### src/rtl/branch_predictor.sv
// Direct-mapped BTB branch predictor: combinational lookup for the fetch PC,
// training on resolved control flow, mispredict flag and saturating perf counters.
module branch_predictor #(
  parameter int ENTRIES = 64,
  parameter int TAG_W   = 8
) (
  input  logic        clk,
  input  logic        rst,
  input  logic [31:0] pc_f,
  output logic        pred_taken,
  output logic [31:0] pred_target,
  input  logic        upd_valid,
  input  logic        upd_is_jump,
  input  logic [31:0] upd_pc,
  input  logic        upd_taken,
  input  logic [31:0] upd_target,
  input  logic        upd_pred_taken,
  input  logic [31:0] upd_pred_target,
  output logic        mispredict,
  output logic [31:0] branch_cnt,
  output logic [31:0] mispredict_cnt
);
  localparam int IDX_W = $clog2(ENTRIES);

  logic [ENTRIES-1:0]       valid_q, valid_d;
  logic [ENTRIES-1:0][1:0]  ctr_q, ctr_d;
  logic [TAG_W-1:0]         tag_q [ENTRIES];
  logic [31:0]              tgt_q [ENTRIES];
  logic                     tag_we, tgt_we;
  logic [31:0]              branch_cnt_q, branch_cnt_d;
  logic [31:0]              mispredict_cnt_q, mispredict_cnt_d;

  logic [IDX_W-1:0] f_idx, u_idx;
  logic [TAG_W-1:0] f_tag, u_tag;
  logic             f_hit, u_hit;
  logic             unused_pc;

  assign f_idx = pc_f[IDX_W+1:2];
  assign f_tag = pc_f[IDX_W+1+TAG_W:IDX_W+2];
  assign u_idx = upd_pc[IDX_W+1:2];
  assign u_tag = upd_pc[IDX_W+1+TAG_W:IDX_W+2];
  assign unused_pc = ^{pc_f, upd_pc};

  // Lookup reads only registered state, so a same-cycle update is seen next cycle.
  assign f_hit       = valid_q[f_idx] && (tag_q[f_idx] == f_tag);
  assign pred_taken  = f_hit && ctr_q[f_idx][1];
  assign pred_target = pred_taken ? tgt_q[f_idx] : pc_f + 32'd4;

  assign u_hit = valid_q[u_idx] && (tag_q[u_idx] == u_tag);

  assign mispredict = upd_valid &&
                      ((upd_taken != upd_pred_taken) ||
                       (upd_taken && (upd_pred_target != upd_target)));

  always_comb begin
    valid_d = valid_q;
    ctr_d   = ctr_q;
    tag_we  = 1'b0;
    tgt_we  = 1'b0;
    if (upd_valid && !rst) begin
      if (u_hit) begin
        if (upd_is_jump) begin
          ctr_d[u_idx] = 2'b11;
          tgt_we       = 1'b1;
        end else if (upd_taken) begin
          if (ctr_q[u_idx] != 2'b11) ctr_d[u_idx] = ctr_q[u_idx] + 2'd1;
          tgt_we = 1'b1;
        end else begin
          if (ctr_q[u_idx] != 2'b00) ctr_d[u_idx] = ctr_q[u_idx] - 2'd1;
        end
      end else if (upd_taken || upd_is_jump) begin
        valid_d[u_idx] = 1'b1;
        ctr_d[u_idx]   = upd_is_jump ? 2'b11 : 2'b10;
        tag_we         = 1'b1;
        tgt_we         = 1'b1;
      end
    end
  end

  always_comb begin
    branch_cnt_d     = branch_cnt_q;
    mispredict_cnt_d = mispredict_cnt_q;
    if (upd_valid && (branch_cnt_q != 32'hFFFF_FFFF))
      branch_cnt_d = branch_cnt_q + 32'd1;
    if (mispredict && (mispredict_cnt_q != 32'hFFFF_FFFF))
      mispredict_cnt_d = mispredict_cnt_q + 32'd1;
  end

  always_ff @(posedge clk) begin
    if (rst) begin
      valid_q          <= '0;
      ctr_q            <= {ENTRIES{2'b01}};
      branch_cnt_q     <= '0;
      mispredict_cnt_q <= '0;
    end else begin
      valid_q          <= valid_d;
      ctr_q            <= ctr_d;
      branch_cnt_q     <= branch_cnt_d;
      mispredict_cnt_q <= mispredict_cnt_d;
    end
  end

  // Tag/target storage is qualified by valid, so it carries no reset.
  always_ff @(posedge clk) begin
    if (tag_we) tag_q[u_idx] <= u_tag;
    if (tgt_we) tgt_q[u_idx] <= upd_target;
  end

  assign branch_cnt     = branch_cnt_q;
  assign mispredict_cnt = mispredict_cnt_q;
endmodule

### config.mk
export PLATFORM = sky130hd
export DESIGN_NAME = branch_predictor
export DESIGN_NICKNAME = d
export VERILOG_FILES = /design/src/rtl/branch_predictor.sv
export SDC_FILE = /design/constraint.sdc
export NUM_CORES = 2
export LEC_CHECK = 0
export ABC_CLOCK_PERIOD_IN_PS = 4500
export BUFFER_PORTS_ARGS = -buffer_cell sky130_fd_sc_hd__clkbuf_2
export CAP_MARGIN = 0
export CELL_PAD_IN_SITES_DETAIL_PLACEMENT = 0
export CELL_PAD_IN_SITES_GLOBAL_PLACEMENT = 2
export CORE_AREA = 2 2 527 529
export CTS_CLUSTER_DIAMETER = 100
export CTS_CLUSTER_SIZE = 30
export DETAILED_ROUTE_END_ITERATION = 7
export DIE_AREA = 0 0 529 531
export HOLD_SLACK_MARGIN = 0.02
export PLACE_DENSITY_LB_ADDON = 0.1
export REMOVE_ABC_BUFFERS = 1
export SKIP_LAST_GASP = 1
export SLEW_MARGIN = 10
export SYNTH_ARGS = -nofsm -noshare
export SYNTH_HDL_FRONTEND = slang
export SYNTH_SLANG_ARGS = --single-unit
### constraint.sdc
create_clock -name clk -period 4.5 [get_ports clk]
set_input_delay 0.225 -clock clk [delete_from_list [all_inputs] [get_ports clk]]
set_output_delay 0.225 -clock clk [all_outputs]
set_load 0.05 [all_outputs]
==> flow_summary.json <==
{
  "arrival_ps": 4580,
  "dp_cells": 10020,
  "grt_start_max_net_pins": 202,
  "clk_pin_slew_ps": 120,
  "groute.usage.overall": 0.2831,
  "final_cells": 10240,
  "setup_viol": 33,
  "final_antenna_net_count": 0,
  "synth-async-reset-ratio": 0,
  "cp_cell_sequence": "mux4_2 > mux4_2 > mux4_2 > xor2_1 > nor3_2 > nand4_1 > buf_6 > buf_12 > buf_16 > buf_6 > a21oi_4 > buf_12",
  "post_drt_wl_per_cell_um": 39.24,
  "synth_top_area_cell": "edfxtp_1",
  "synthToLayoutAreaGrowth_pct": 14.37,
  "max_freq_ghz": 0.2081,
  "wl_um": 401800,
  "yosys_warnings": 0,
  "status": "complete, but fails checks",
  "overflow": 0,
  "drv_cap": 0,
  "grt_pass1_vias": 63960,
  "place_congestion": 0.9197,
  "synth_top_area_frac": 0.6668,
  "peakVddDrop_uv": 339.9,
  "clock_skew_ps": 58.08,
  "crit_path_top_delay_cell": "mux4_2",
  "finalWorstSetupSlack_ps": -306.0,
  "clk_path_buf_depth": 3,
  "required_ps": 4280,
  "die_y_um": 531,
  "synth_area_leaders": "edfxtp_1 (67%), mux4_2 (17%), dfxtp_1 (4.4%)",
  "die_x_um": 529,
  "hold_path.class": "in2reg",
  "hold_viol_final": 0,
  "initial_core_util": 0.4188,
  "fin_crit_sh": 1.068,
  "clkLatencyLatePin_ps": 870,
  "netlist_area_um2": 115300,
  "start_kind": "flop",
  "crit_top_cell": "mux4_2",
  "dr.pass1.iters": 5,
  "root_buffer": "clkbuf_16",
  "avgViaCountPerCell": 6.345,
  "crit_fanout": 9,
  "violations": "negative setup slack",
  "drc": 0,
  "synth_flop_cell": "edfxtp_1",
  "rows": 193,
  "fillers": 22890,
  "synth_seq_area_share": 0.7112,
  "clkSinkCount": 2816,
  "max_slew_margin": 0.2470,
  "rsz0062_at_grt": "true",
  "antenna_found_initial": 15,
  "power_density_nw_per_um2": 353.3,
  "numCtsBuffers": 120,
  "ioPinCount": 232,
  "pre_cts_ws_ps": -281.2,
  "synth_edf_count": 2560,
  "total_leakage_power_uw": 0.04124,
  "grt_first_pass_wirelength_um": 545100,
  "drt_iter0_markers": 8758,
  "max_stage_delay_ps": 610,
  "drive_above_1_share": 0.3116,
  "avgSynthCellArea_um2": 19.24,
  "cts_tree": "yes",
  "dp_hpwl_um": 250000,
  "fp.coreArea_um2": 275300,
  "portBuffers": 213,
  "synth.most_common_cell": "edfxtp_1",
  "ys_ff_latch": 2816,
  "register_area_um2": 82000,
  "slew_viol_final": 0,
  "min_period_ps": 4806,
  "synthTopCellsByCount": "edfxtp_1 (2560), mux4_2 (874), nor2_1 (428)",
  "nets": 6704,
  "dieArea_um2": 280900,
  "multiInputGateArea_um2": 32580,
  "dr_total_vias": 64980,
  "criticalPathCategory": "reg2out",
  "htreeDepth": 3,
  "synth_cell_types": 71,
  "worstMarginPinSlew_ps": 1101,
  "synthCells": 5993,
  "end_kind": "primary output"
}
## metal layers
metal | wire length [um] | part of all wire | vias up | global-route usage
li1 | - | - | 25890 | -
met1 | 168600 | 0.42 | 35610 | 0.4064
met4 | 15480 | 0.039 | 2 | 0.09683
met5 | 13 | 0.000032 | - | 0
met3 | 29890 | 0.074 | 462 | 0.03970
met2 | 187900 | 0.47 | 3011 | 0.4456
## worst max-delay path, delay by kind of cell, from the launching register on
| kind | cells | cell delay, ps |
|---|---|---|
| AO/OA/AOI/OAI | 1 | 150 |
| XOR/XNOR | 1 | 190 |
| AND/OR/NAND/NOR | 2 | 430 |
| flip-flops | 1 | 420 |
| buffers and inverters | 5 | 820 |
| multiplexers | 3 | 1690 |
## repair_timing
action / 4_1_cts / 5_1_grt
setup endpoints to repair: 33 / 33
hold buffers: 21 / 0
setup buffers: 11 / 3
resized for setup: 87 / 48
pin swaps: 1 / 18
hold endpoints to repair: 543 / 0
gates cloned: 3 / 2
## registers in the layout, indices dropped and copies added (netlist names)
signal	flops
branch_cnt	32
ctr_q	128
mispredict_cnt	32
tag_q	512
tgt_q	2048
valid_q	64
## where the power goes
group / switching [uW] / internal [uW]
registers: 31.6 / 28500
logic: 2320 / 1520
clock network: 8700 / 5480
total: 11000 / 35500
## kinds of logic (layout without fill, tap and decap cells)
logic type      count (synthesis)  after routing  share of synthesized area
other cells                     0              5                          0
xor+xnor                      125            125                   0.009496
compound gates                629            629                    0.04038
mux                          1029           1029                     0.1846
simple gates                  968            968                    0.03888
buf+inv                       421           1056                    0.01488
fa+ha+maj                       5              5                  0.0005426
flops                        2816           2816                     0.7112
## layout make-up
class | instances | area share
Antenna cell | 5 | 0.00009488
Clock buffer | 131 | 0.02348
Clock inverter | 54 | 0.006054
Inverter | 17 | 0.0005029
Multi-Input combinational cell | 2756 | 0.2471
Sequential cell | 2816 | 0.6218
Tap cell | 3607 | 0.03423
Timing Repair Buffer | 854 | 0.06671
## cells in the final DEF, fill, tap and decap left out, types with 32 or more instances in the layout
cell type,netlist,routed
clkbuf_2,0,170
a21oi_1,136,112
nor2b_1,79,77
nor2_1,428,342
xor2_1,86,86
o2bb2ai_1,69,69
nand2_1,177,174
buf_12,0,203
dfxtp_1,256,256
nor2_4,0,82
buf_4,9,436
mux4_2,874,874
a31oi_1,34,34
edfxtp_1,2560,2560
o21ai_0,50,46
a221o_1,75,75
a221oi_1,32,32
xnor2_1,39,38
nand3_1,95,95
nand4_1,56,56
mux2i_1,117,117
clkbuf_16,0,124
a22oi_1,86,86
## metrics by stage
step / TNS, ps / power [uW] / hold WS (ps) / area (um^2) / utilization
2_1_floorplan: -4391330 / 30630 / 294.1 / 113600 / -
3_3_place_gp: -3331 / 32920 / 473.7 / 127000 / 0.4613
3_5_place_dp: -5742 / 32950 / 482.2 / 127000 / 0.4613
4_1_cts: -9299 / 46880 / 26.88 / 131600 / 0.4782
5_1_grt: -9643 / 47850 / 76.43 / 131900 / 0.4790
6_report: -7508 / 46590 / 61.38 / 131900 / 0.4790
## path summary, 6_finish.rpt
| path | startpoint | to | slack (ps) | cells after the start |
|---|---|---|---|---|
| max | tag_q[62][0] | pred_target[15] | -310 | 12 |
| min | upd_target[10] | tgt_q[4][10] | 60 | 2 |
| max reg2reg | tag_q[45][1] | ctr_q[32] | 250 | 13 |
| min reg2reg | valid_q[60] | valid_q[60] | 510 | 2 |
No activity file was read; power rests on OpenSTA's default activity.
